### src/rtl/mips_mem_pkg.sv
// Shared encodings for the MIPS MEM stage: load/store size flags, writeback select,
// FSM states, MEM/WB and issue-context records, and access-size helpers.
package mips_mem_pkg;

  localparam logic [2:0] LD_LW  = 3'd0;
  localparam logic [2:0] LD_LH  = 3'd1;
  localparam logic [2:0] LD_LHU = 3'd2;
  localparam logic [2:0] LD_LB  = 3'd3;
  localparam logic [2:0] LD_LBU = 3'd4;

  localparam logic [1:0] ST_SW = 2'd0;
  localparam logic [1:0] ST_SH = 2'd1;
  localparam logic [1:0] ST_SB = 2'd2;

  localparam logic [1:0] WB_ALU = 2'd0;
  localparam logic [1:0] WB_MEM = 2'd1;

  localparam logic [0:0] ST_IDLE = 1'b0;
  localparam logic [0:0] ST_BUSY = 1'b1;

  localparam logic [1:0] SZ_WORD = 2'd0;
  localparam logic [1:0] SZ_HALF = 2'd1;
  localparam logic [1:0] SZ_BYTE = 2'd2;

  typedef struct packed {
    logic [31:0] rdata;
    logic [31:0] alu;
    logic [4:0]  rd;
    logic [1:0]  mtr;
    logic        rw;
  } memwb_t;

  // Everything the capture edge needs, frozen at issue.
  typedef struct packed {
    logic [1:0]  off;
    logic [2:0]  ldf;
    logic        store;
    logic [31:0] alu;
    logic [4:0]  rd;
    logic [1:0]  mtr;
    logic        rw;
  } ctx_t;

  function automatic logic [1:0] acc_size(input logic store, input logic [2:0] ldf,
                                          input logic [1:0] stf);
    logic [1:0] sz;
    sz = SZ_WORD;
    if (store) begin
      case (stf)
        ST_SH:   sz = SZ_HALF;
        ST_SB:   sz = SZ_BYTE;
        default: sz = SZ_WORD;
      endcase
    end else begin
      case (ldf)
        LD_LH, LD_LHU: sz = SZ_HALF;
        LD_LB, LD_LBU: sz = SZ_BYTE;
        default:       sz = SZ_WORD;
      endcase
    end
    return sz;
  endfunction

  function automatic logic misaligned(input logic store, input logic [2:0] ldf,
                                      input logic [1:0] stf, input logic [1:0] off);
    logic bad;
    case (acc_size(store, ldf, stf))
      SZ_WORD: bad = (off != 2'b00);
      SZ_HALF: bad = off[0];
      default: bad = 1'b0;
    endcase
    return bad;
  endfunction

endpackage

### src/rtl/mem_lane_align.sv
// Byte-lane steering: store byte enables / data replication on the issue side,
// load lane extraction with sign/zero extension on the capture side.
module mem_lane_align
  import mips_mem_pkg::*;
(
  input  logic        is_store_i,
  input  logic [2:0]  ld_flag_i,
  input  logic [1:0]  st_flag_i,
  input  logic [1:0]  offset_i,
  input  logic [31:0] wdata_i,
  output logic [3:0]  be_o,
  output logic [31:0] wdata_o,
  input  logic [2:0]  cap_ld_flag_i,
  input  logic [1:0]  cap_offset_i,
  input  logic [31:0] rdata_i,
  output logic [31:0] rdata_o
);

  logic [15:0] half;
  logic [7:0]  byte_sel;

  always_comb begin
    be_o    = 4'b1111;
    wdata_o = wdata_i;
    case (acc_size(is_store_i, ld_flag_i, st_flag_i))
      SZ_HALF: begin
        be_o    = 4'b0011 << offset_i;
        wdata_o = {2{wdata_i[15:0]}};
      end
      SZ_BYTE: begin
        be_o    = 4'b0001 << offset_i;
        wdata_o = {4{wdata_i[7:0]}};
      end
      default: ;
    endcase
  end

  always_comb begin
    half     = cap_offset_i[1] ? rdata_i[31:16] : rdata_i[15:0];
    byte_sel = rdata_i[8*cap_offset_i +: 8];
    case (cap_ld_flag_i)
      LD_LH:   rdata_o = {{16{half[15]}}, half};
      LD_LHU:  rdata_o = {16'h0, half};
      LD_LB:   rdata_o = {{24{byte_sel[7]}}, byte_sel};
      LD_LBU:  rdata_o = {24'h0, byte_sel};
      default: rdata_o = rdata_i;
    endcase
  end

endmodule

### src/rtl/stage_mem.sv
// MIPS MEM stage: req/ack data-memory FSM, MEM/WB latch and upstream stall.
// Optional bus-timeout abort is compiled in with MEM_TIMEOUT_EN.
module stage_mem
  import mips_mem_pkg::*;
#(
  parameter int unsigned TIMEOUT_CYC  = 16,
  parameter logic [31:0] RESET_PC_VAL = 32'h0
) (
  input  logic        clk,
  input  logic        rst_n,
  input  logic        inMemRead,
  input  logic        inMemWrite,
  input  logic        inRegWrite,
  input  logic [1:0]  inMemtoReg,
  input  logic [31:0] inAlu,
  input  logic [31:0] inDataRt,
  input  logic [4:0]  inMuxRtRd,
  input  logic [2:0]  inflagLoadWordDividerMEM,
  input  logic [1:0]  inflagStoreWordDividerMEM,
  output logic        memReq,
  output logic        memWe,
  output logic [31:0] memAddr,
  output logic [3:0]  memBe,
  output logic [31:0] memWdata,
  input  logic [31:0] memRdata,
  input  logic        memAck,
  output logic        outStall,
  output logic        outAddrErr,
  output logic [31:0] outReadData,
  output logic [31:0] outAluWb,
  output logic [4:0]  outMuxRtRdWb,
  output logic [1:0]  outMemtoRegWb,
  output logic        outRegWriteWb
);

  if (TIMEOUT_CYC < 2) begin : g_bad_cfg
    $error("TIMEOUT_CYC must be at least 2");
  end

  logic [0:0]  state_q, state_d;
  logic        req_q, req_d;
  logic        we_q, we_d;
  logic [31:0] addr_q, addr_d;
  logic [3:0]  be_q, be_d;
  logic [31:0] wdata_q, wdata_d;
  logic        err_q, err_d;
  memwb_t      wb_q, wb_d;
  ctx_t        ctx_q, ctx_d;

  logic        mem_op, mis, go, timeout_hit;
  logic [3:0]  lane_be;
  logic [31:0] lane_wdata, lane_rdata;

  assign mem_op = inMemRead | inMemWrite;
  // A read+write request is a store, so inMemWrite alone picks the access size.
  assign mis    = mem_op & misaligned(inMemWrite, inflagLoadWordDividerMEM,
                                      inflagStoreWordDividerMEM, inAlu[1:0]);
  assign go     = (state_q == ST_IDLE) & mem_op & ~mis;

  mem_lane_align u_lane (
    .is_store_i    (inMemWrite),
    .ld_flag_i     (inflagLoadWordDividerMEM),
    .st_flag_i     (inflagStoreWordDividerMEM),
    .offset_i      (inAlu[1:0]),
    .wdata_i       (inDataRt),
    .be_o          (lane_be),
    .wdata_o       (lane_wdata),
    .cap_ld_flag_i (ctx_q.ldf),
    .cap_offset_i  (ctx_q.off),
    .rdata_i       (memRdata),
    .rdata_o       (lane_rdata)
  );

`ifdef MEM_TIMEOUT_EN
  localparam int unsigned CntW = $clog2(TIMEOUT_CYC + 1);
  logic [CntW-1:0] cnt_q, cnt_d;

  assign timeout_hit = (state_q == ST_BUSY) & ~memAck & (cnt_q == CntW'(TIMEOUT_CYC - 1));

  always_comb begin
    cnt_d = cnt_q;
    if (go) begin
      cnt_d = '0;
    end else if (state_q == ST_BUSY && !memAck && !timeout_hit) begin
      cnt_d = cnt_q + 1'b1;
    end
  end

  always_ff @(posedge clk or negedge rst_n) begin
    if (!rst_n) begin
      cnt_q <= '0;
    end else begin
      cnt_q <= cnt_d;
    end
  end
`else
  assign timeout_hit = 1'b0;
`endif

  always_comb begin
    state_d = state_q;
    req_d   = req_q;
    we_d    = we_q;
    addr_d  = addr_q;
    be_d    = be_q;
    wdata_d = wdata_q;
    err_d   = 1'b0;
    wb_d    = wb_q;
    ctx_d   = ctx_q;
    case (state_q)
      ST_IDLE: begin
        if (go) begin
          state_d   = ST_BUSY;
          req_d     = 1'b1;
          we_d      = inMemWrite;
          addr_d    = {inAlu[31:2], 2'b00};
          be_d      = lane_be;
          wdata_d   = inMemWrite ? lane_wdata : 32'h0;
          ctx_d     = '{off: inAlu[1:0], ldf: inflagLoadWordDividerMEM, store: inMemWrite,
                        alu: inAlu, rd: inMuxRtRd, mtr: inMemtoReg, rw: inRegWrite};
          wb_d.rw   = 1'b0;
        end else begin
          // Pass-through; a misaligned access becomes a flagged bubble.
          err_d = mis;
          wb_d  = '{rdata: 32'h0, alu: inAlu, rd: inMuxRtRd, mtr: inMemtoReg,
                    rw: inRegWrite & ~mis};
        end
      end
      ST_BUSY: begin
        if (memAck) begin
          state_d = ST_IDLE;
          req_d   = 1'b0;
          wb_d    = '{rdata: ctx_q.store ? 32'h0 : lane_rdata, alu: ctx_q.alu, rd: ctx_q.rd,
                      mtr: ctx_q.mtr, rw: ctx_q.rw};
        end else if (timeout_hit) begin
          state_d = ST_IDLE;
          req_d   = 1'b0;
          err_d   = 1'b1;
          wb_d.rw = 1'b0;
        end else begin
          wb_d.rw = 1'b0;
        end
      end
      default: state_d = ST_IDLE;
    endcase
  end

  always_ff @(posedge clk or negedge rst_n) begin
    if (!rst_n) begin
      state_q <= ST_IDLE;
      req_q   <= 1'b0;
      we_q    <= 1'b0;
      addr_q  <= 32'h0;
      be_q    <= 4'h0;
      wdata_q <= 32'h0;
      err_q   <= 1'b0;
      wb_q    <= '{rdata: 32'h0, alu: RESET_PC_VAL, rd: 5'h0, mtr: 2'h0, rw: 1'b0};
      ctx_q   <= '0;
    end else begin
      state_q <= state_d;
      req_q   <= req_d;
      we_q    <= we_d;
      addr_q  <= addr_d;
      be_q    <= be_d;
      wdata_q <= wdata_d;
      err_q   <= err_d;
      wb_q    <= wb_d;
      ctx_q   <= ctx_d;
    end
  end

  always_comb begin
    if (state_q == ST_IDLE) begin
      outStall = go;
    end else begin
      outStall = ~memAck & ~timeout_hit;
    end
  end

  assign memReq        = req_q;
  assign memWe         = we_q;
  assign memAddr       = addr_q;
  assign memBe         = be_q;
  assign memWdata      = wdata_q;
  assign outAddrErr    = err_q;
  assign outReadData   = wb_q.rdata;
  assign outAluWb      = wb_q.alu;
  assign outMuxRtRdWb  = wb_q.rd;
  assign outMemtoRegWb = wb_q.mtr;
  assign outRegWriteWb = wb_q.rw;

endmodule
### config.mk
export PLATFORM = sky130hd
export DESIGN_NAME = stage_mem
export DESIGN_NICKNAME = d
export VERILOG_FILES = /design/src/rtl/mips_mem_pkg.sv /design/src/rtl/mem_lane_align.sv /design/src/rtl/stage_mem.sv
export SDC_FILE = /design/constraint.sdc
export NUM_CORES = 1
export LEC_CHECK = 0
export BUFFER_PORTS_ARGS = -buffer_cell sky130_fd_sc_hd__buf_2
export CORE_UTILIZATION = 25
export DETAILED_ROUTE_END_ITERATION = 6
export PLACE_DENSITY_LB_ADDON = 0.05
export RECOVER_POWER = 25
export SYNTH_ARGS = -nofsm -noshare
export SYNTH_HDL_FRONTEND = slang
export SYNTH_SLANG_ARGS = --single-unit
### constraint.sdc
create_clock -name clk -period 5.2 [get_ports clk]
set_input_delay 0.26 -clock clk [delete_from_list [all_inputs] [get_ports clk]]
set_output_delay 0.26 -clock clk [all_outputs]
set_load 0.01 [all_outputs]
==> results of run 1 <==
[per-layer routing]
| metal | track usage (%) | wire (um) | vias to the layer above | share of wire, % |
|---|---|---|---|---|
| li1 | - | - | 3060 | - |
| met1 | 22.3 | 11600 | 2971 | 48 |
| met2 | 25.1 | 11000 | 172 | 45 |
| met3 | 4.66 | 1380 | 21 | 5.7 |
| met4 | 4.75 | 317 | 4 | 1.3 |
| met5 | 0 | 22 | - | 0.090 |
[layout by cell type (no fill, tap or decap), types with 2 or more instances in the layout]
master and count:
conb_1 2, xnor2_1 2, o21ai_1 11, inv_8 2, ha_1 3, a22o_1 24, clkinvlp_4 5, buf_2 202
a21o_1 2, a32o_1 6, diode_2 2, nor3b_1 10, clkbuf_16 17, o21a_1 2, o211ai_1 2, dfrtp_1 154
nor2_1 40, nand3b_1 2, o21ai_0 60, o21bai_1 6, a211oi_1 2, nand3_1 5, o221ai_1 8, o21ai_2 10
a221oi_1 8, clkbuf_1 53, nand2b_1 22, inv_1 9, and3_1 7, nand2_1 217, a21oi_1 25, buf_4 9
inv_6 4, mux2i_1 48
[synth_stat cells (9+ instances only)]
cell | n | area share (%)
dfrtp_1 | 155 | 52
clkbuf_1 | 48 | 2.4
mux2i_1 | 48 | 6.5
inv_1 | 9 | 0.46
o21ai_0 | 60 | 4.1
buf_4 | 32 | 3.2
nand2_1 | 217 | 11
o221ai_1 | 9 | 1.1
o21ai_2 | 10 | 1.2
nand2b_1 | 22 | 1.9
a22o_1 | 24 | 2.8
nor2_1 | 40 | 2.0
nor3b_1 | 11 | 1.1
o21ai_1 | 12 | 0.81
a21oi_1 | 25 | 1.7
[cell families after synthesis]
kind of cell / share of synthesized area (%)
simple gates: 17.9
other cells: 0.0506
buf+inv: 6.66
compound gates: 15.4
mux: 6.64
fa+ha+maj: 0.507
xor+xnor: 0.473
flops: 52.4
[critical path: stages]
cell     delay (ns)
buf_2          0.12
nand2_1        0.05
nor2_1         0.08
a21oi_1        0.05
o21a_1         0.21
ha_1           0.36
a21oi_1        0.30
or3_1          0.21
nor3b_2        0.75
buf_4          0.50
o21ai_0        0.12
[stage by stage]
step	cell area, um2	worst slack, ns	hold WS, ns
floorplan	7410	2.74	-0.0356
global placement	8840	1.97	0.320
detailed placement	8840	1.86	0.312
CTS	9430	2.32	0.0112
global route	9360	1.98	0.0176
finish	9370	2.47	0.0344
[layout make-up]
cell class,instances,area [um2],share of cell area [%]
flip-flops and latches,155,3880,41.4
multi-input cells,543,3080,32.9
repair buffers,266,1320,14.0
well taps,384,480,5.13
clock buffers,19,443,4.73
clock inverters,13,130,1.39
inverters,9,33.8,0.361
diodes,2,5.00,0.0534
[final timing paths]
path	end	cells after the start	slack [ns]
worst max register to register	outReadData[20]	6	2.48
max in group asynchronous	ctx_q[12]	3	3.63
worst max-delay path	ctx_q[43]	11	2.47
min in group asynchronous	ctx_q[4]	2	0.39
worst min-delay path	ctx_q[26]	3	0.03
worst min register to register	memReq	2	0.47
[flip-flops by register name (all words and copies together) (netlist names)]
signal,flops
ctx_q,44
memBe,4
memReq,1
memWdata,32
outAddrErr,1
outAluWb,32
outMemtoRegWb,2
outMuxRtRdWb,5
outReadData,32
outRegWriteWb,1
state_q,1
[power breakdown]
part	leakage [nW]	switching [W]	internal, W	total (W)
clock network	0.267	0.000563	0.000684	0.00125
registers	1.95	0.000302	0.00163	0.00193
logic	2.41	0.00110	0.000662	0.00176
[timing repair]
action	in CTS	in global routing
setup endpoints to repair	0	0
hold endpoints to repair	61	0
hold buffers	1	0
==> results.cfg, run 1 <==
[setup_path]
startpoint = inflagLoadWordDividerMEM[0]
crit_type = in2reg
r2r_start = ctx_q[9]
cp.arrival_ns = 3.03
critPathLaunchType = input port
crit_fanout = 32
crit_required_ns = 5.50
critPathCaptureType = flip-flop

[die]
coreArea_um2 = 28900
die_w_um = 174
rows = 62
initial_utilization_pct = 25.6
die_h_um = 174
die_area_um2 = 30300
io_pins = 258

[cells_and_area]
drive_above_1_share_pct = 26.1
fillerInstances = 3136
area_growth_pct = 26.5
finalNonFillerCells = 1391
final_nets = 1109
utilization_pct = 32.4

[routing]
drt_iter0_drc = 284
drc = 0
vias = 6228
wl_mm = 24.3
ant_nets = 0
vias_per_cell = 4.48
wl_per_cell_um = 17.5
dr.pass1.iters = 4

[job]
maxCapViolations = 0

[global_route]
antenna_found_initial = 3
grt_pass1_vias = 6319
overflow = 0
grt_pass1_wl_mm = 38.1
grt_max_degree = 113
grtUsageTotal_pct = 16.4

[min_path]
hold_start = inAlu[18]
hold_path.class = in2reg

[timing]
period_share_pct = 52.5
max_slew_margin_pct = 32.9
setup_violations = 0
rsz0062_at_grt = no
finClkSkew_ns = 0.0158
fin_tns_setup_ns = 0
period_needed_ns = 2.73
maxClockFrequency_ghz = 0.366
worst_pin_slew_ns = 1.01
hold_viol = 0
drv_slew = 0

[clock_network]
ctsResizeCount = 0
clock-root-buffer = clkbuf_16
cts_tree = built
clkTransAtPathRegs_ns = 0.07
cts_num_sinks = 155
cts-buffers-inserted = 17
post_cts_buffers = 0
h-tree-depth = 4
clockBufferDepth = 2
clock_latency_ns = 0.42

[outcome]
status = finished clean

[power]
p_per_area_nw_per_um2 = 527
p_leak_nw = 4.62
peakVddDrop_v = 0.000184
power_w = 0.00494

[synthesis]
synthDistinctLibCells = 46
synth_cells = 792
ys_seq_area_share_pct = 52.4
synth-async-reset-ratio_pct = 100
synth_edf_count = 0
ys_warn_count = 0
ys_seq_elements = 155
synthFlopType = dfrtp_1
syn_area_um2 = 7400
syn_area_per_cell_um2 = 9.35

[placement]
io_buffers = 255
gp_congestion = 0.741
numPlacedInstances = 1356
dp_hpwl_mm = 16.6
No activity file was read; power rests on OpenSTA's default activity.
==> inputs of run 2 (changes only) <==
- clock period: 5.2 -> 2.2 ns (I/O delays scaled with it)
==> results.cfg, run 2 (synthesized netlist as in run 1, its figures left out) <==
[power]
peakVddDrop_v = 0.000437
p_leak_nw = 5.31
power_w = 0.0122
p_per_area_nw_per_um2 = 1150

[setup_path]
r2r_start = ctx_q[9]
cp_cell_sequence = mux2i_1 -> mux2_2 -> o211a_1 -> or4_1 -> buf_6 -> o21ai_1
reg2reg_slack_ns = 0.16
cp.arrival_ns = 2.37
slowest_delay_ns = 0.48
startpoint = ctx_q[9]
reg2reg_to = outReadData[16]
crit_type = reg2reg
endpoint = outReadData[16]
slowest_stage = or4_1
critPathCaptureType = flip-flop
critPathLaunchType = flip-flop
r2r_cells = 6
crit_required_ns = 2.54
crit_fanout = 16

[cells_and_area]
final_nets = 1212
mostFrequentLayoutCell = buf_2
area_growth_pct = 42.2
largest-register = ctx_q
finalNonFillerCells = 1493
utilization_pct = 36.4
final_cell_mix = buf_2 (254), nand2_1 (217), dfrtp_1 (153)
drive_above_1_share_pct = 30.6
largest_reg_flops = 44

[clock_network]
post_cts_buffers = 0
clock-root-buffer = clkbuf_16
cts_tree = built
clkTransAtPathRegs_ns = 0.06
h-tree-depth = 4
clock_latency_ns = 0.42
cts-buffers-inserted = 17
cts_num_sinks = 155
clockBufferDepth = 2

[min_path]
hold_path.class = in2reg

[die]
die_h_um = 174
die_area_um2 = 30300
coreArea_um2 = 28900
die_w_um = 174
rows = 62
io_pins = 258
initial_utilization_pct = 25.6

[timing]
fin_tns_setup_ns = 0
period_share_pct = 92.5
finClkSkew_ns = 0.00954
period_needed_ns = 2.04
hold_viol = 0
rsz0062_at_grt = no
maxClockFrequency_ghz = 0.491
drv_slew = 0
worst_pin_slew_ns = 1.27
max_slew_margin_pct = 15.3
setup_violations = 0

[placement]
gp_congestion = 0.724
io_buffers = 255
numPlacedInstances = 1380
dp_hpwl_mm = 17.0

[global_route]
grt_pass1_vias = 6742
antenna_found_initial = 2
grtUsageTotal_pct = 16.6
grt_pass1_wl_mm = 39.2
grt_max_degree = 62
overflow = 0

[routing]
ant_nets = 0
drc = 0
vias_per_cell = 4.38
vias = 6536
drt_iter0_drc = 291
wl_per_cell_um = 16.6
dr.pass1.iters = 4
wl_mm = 24.8

[outcome]
status = finished clean

[job]
maxCapViolations = 0
[run 2: cell types whose count changed in the layout (fill, tap and decap cells not counted), sizes merged]
cell	before	now
clkbuf	71	21
buf	213	288
bufinv	1	3
clkinvlp	5	3
inv	15	11
dlygate4sd3	1	80
diode	2	1
clkinv	1	4
[run 2: worst max-delay path, delay by kind of cell (launching register included)]
| kind | cells | cell delay, ns |
|---|---|---|
| simple gates | 1 | 0.48 |
| mux | 2 | 0.46 |
| flops | 1 | 0.45 |
| compound gates | 2 | 0.37 |
| buf+inv | 1 | 0.20 |
[run 2: what timing repair did]
item                                    4_1_cts  5_1_grt
hold buffers                                 79        1
endpoints found under the setup margin        0        3
endpoints found under the hold margin       146        1
resized for setup                             0        3
[run 2: report_power, final]
part | internal (W) | switching (W) | total, W
Sequential | 0.00386 | 0.000624 | 0.00448
Clock | 0.00183 | 0.00128 | 0.00311
Combinational | 0.00188 | 0.00268 | 0.00456
[run 2: layer usage]
metal / global-route usage, % / wire length [um]
met1: 22.5 / 11800
met2: 26.7 / 11600
met3: 3.83 / 1090
met4: 3.87 / 238
met5: 0 / 13
[run 2: worst min path at each step]
stage	startpoint	to	cells past startpoint
after floorplan	rst_n	ctx_q[0]	0
after global placement	rst_n	outMuxRtRdWb[1]	1
after detailed placement	rst_n	outMuxRtRdWb[1]	1
after CTS	inDataRt[0]	memWdata[0]	2
after global routing	inDataRt[0]	memWdata[0]	2
final	inAlu[1]	ctx_q[9]	3
[run 2: area by class of cell]
cell class              instances  area (um2)
clock inverters                12         165
inverters                       9        33.8
fillers                      2999       18400
diodes                          1        2.50
well taps                     384         480
flip-flops and latches        155        3880
clock buffers                  20         447
repair buffers                369        2440
multi-input cells             543        3080
[run 2: stage by stage]
step                setup WS (ns)  hold WS [ns]  area [um2]
floorplan                 0.00293        -0.186        7420
global placement           -0.128        0.0872        9120
detailed placement         -0.187        0.0832        9120
CTS                        0.0706      0.000116       10500
global route              0.00649        0.0103       10500
finish                      0.164        0.0201       10500
==> inputs of run 3 (changes only) <==
- CORE_ASPECT_RATIO: unset -> 0.75
==> results.cfg, run 3 (synthesized netlist as in run 1, its figures left out) <==
[outcome]
status = finished clean

[timing]
period_needed_ns = 2.06
worst_pin_slew_ns = 1.42
max_slew_margin_pct = 5.46
rsz0062_at_grt = no
setup_violations = 0
hold_viol = 0
maxClockFrequency_ghz = 0.484
period_share_pct = 93.8
fin_tns_setup_ns = 0
finClkSkew_ns = 0.0110
drv_slew = 0

[min_path]
hold_path.class = in2reg
hold_start = memRdata[9]
min_delay_path_depth = 3
whs_endpoint = outReadData[9]

[clock_network]
cts-buffers-inserted = 17
cts_tree = built
clkTransAtPathRegs_ns = 0.06
clock-root-buffer = clkbuf_16
clockBufferDepth = 2
post_cts_buffers = 0
clock_latency_ns = 0.43
h-tree-depth = 4
ctsResizeCount = 0
cts_num_sinks = 155

[cells_and_area]
finalNonFillerCells = 1507
postLayoutCellArea_um2 = 10500
drive_above_1_share_pct = 29.7
final_nets = 1216
utilization_pct = 36.2
largest-register = ctx_q
area_growth_pct = 42.4
largest_reg_flops = 44
fillerInstances = 3043
mostFrequentLayoutCell = buf_2
final_cell_mix = buf_2 (254), nand2_1 (217), dfrtp_1 (154)

[routing]
drc = 0
vias = 6591
vias_per_cell = 4.37
dr.pass1.iters = 4
drt_iter0_drc = 261
wl_per_cell_um = 16.4
dr_wl_met3_mm = 1.24
wl_mm = 24.8
wl_met2_mm = 10.7
highest_layer = met5
wl_met1_mm = 12.6
ant_nets = 0

[die]
die_h_um = 151
io_pins = 258
die_w_um = 201
die_area_um2 = 30300
coreArea_um2 = 29100
initial_utilization_pct = 25.4
rows = 54

[setup_path]
critPathCaptureType = output pin
r2r_cells = 6
cp.arrival_ns = 1.95
r2r_start = ctx_q[9]
crit_type = in2out
critPathLaunchType = input port
crit_fanout = 26
crit_required_ns = 2.09
reg2reg_slack_ns = 0.18
reg2reg_to = outReadData[18]

[job]
maxCapViolations = 0

[global_route]
grt_pass1_vias = 6494
grt_max_degree = 50
antenna_found_initial = 4
overflow = 0
grt_pass1_wl_mm = 38.3
grtUsageTotal_pct = 16.4

[power]
p_per_area_nw_per_um2 = 1130
peakVddDrop_v = 0.000491
p_leak_nw = 5.31
p_clk_share_pct = 23.6
combPwrFrac_pct = 38.7
p_int_w = 0.00731
swShare_pct = 38.4
switching_power_w = 0.00456
p_seq_share_pct = 37.7

[placement]
gp_congestion = 0.755
numPlacedInstances = 1381
io_buffers = 255
dp_hpwl_mm = 17.0
placed_area_um2 = 9090
[run 3: changes by cell type in the layout (fill, tap and decap cells not counted), sizes merged]
cell	before	now
buf	288	281
clkinv	4	8
dlygate4sd3	80	91
diode	1	3
clkinvlp	3	1
clkbuf	21	23
bufinv	3	0
inv	11	10
[run 3: critical path, stage by stage]
cell and delay, ns:
buf_2 0.12, xnor2_1 0.12, o31ai_1 0.27, inv_1 0.11, ha_1 0.19, a21oi_1 0.24
o221ai_4 0.20, o21ai_4 0.20, buf_12 0.22, buf_2 0.15
[run 3: final cells by class]
type	instances	area, um2	share of cell area [%]
Antenna cell	3	7.51	0.0712
Clock inverter	10	67.6	0.641
Sequential cell	155	3880	36.8
Inverter	9	33.8	0.320
Tap cell	392	490	4.65
Timing Repair Buffer	373	2510	23.8
Clock buffer	22	474	4.50
Multi-Input combinational cell	543	3080	29.2
[run 3: worst max path at each step]
stage                     depth (start not counted)  slack [ns]           end                        start
after floorplan                                  10       0.003  memWdata[30]                   inMemWrite
after global placement                           12        0.08  memWdata[13]  inflagLoadWordDividerMEM[1]
after detailed placement                         11       0.004     ctx_q[31]  inflagLoadWordDividerMEM[1]
after CTS                                        10        0.09      outStall  inflagLoadWordDividerMEM[0]
after global routing                             10       0.008      outStall  inflagLoadWordDividerMEM[0]
final                                            10        0.14      outStall  inflagLoadWordDividerMEM[0]
[run 3: through the flow]
step / power [W] / hold WS [ns] / setup WS (ns)
3_3_place_gp: 0.00909 / 0.107 / 0.0826
4_1_cts: 0.0121 / 0.0194 / 0.0919
2_1_floorplan: 0.00725 / -0.186 / 0.00293
6_report: 0.0119 / 0.0474 / 0.136
5_1_grt: 0.0128 / 0.0421 / 0.00826
3_5_place_dp: 0.00906 / 0.111 / 0.00371
[run 3: timing repair]
action	4_1_cts	5_1_grt
hold endpoints to repair	169	0
endpoints found under the setup margin	0	0
hold buffers	91	0
[run 3: layer usage]
| metal | global-route usage, % | vias to the layer above |
|---|---|---|
| li1 | - | 3286 |
| met5 | 0 | - |
| met3 | 4.69 | 14 |
| met1 | 23.3 | 3147 |
| met2 | 24.3 | 142 |
| met4 | 4.01 | 2 |
[run 3: power groups by stage]
| stage | clock network [W] | logic [W] | registers, W |
|---|---|---|---|
| after floorplan | 0 | 0.00249 | 0.00476 |
| after CTS | 0.00291 | 0.00468 | 0.00449 |
| after detailed placement | 0 | 0.00455 | 0.00451 |
| final | 0.00280 | 0.00460 | 0.00448 |
| after global placement | 0 | 0.00455 | 0.00454 |
| after global routing | 0.00302 | 0.00514 | 0.00463 |
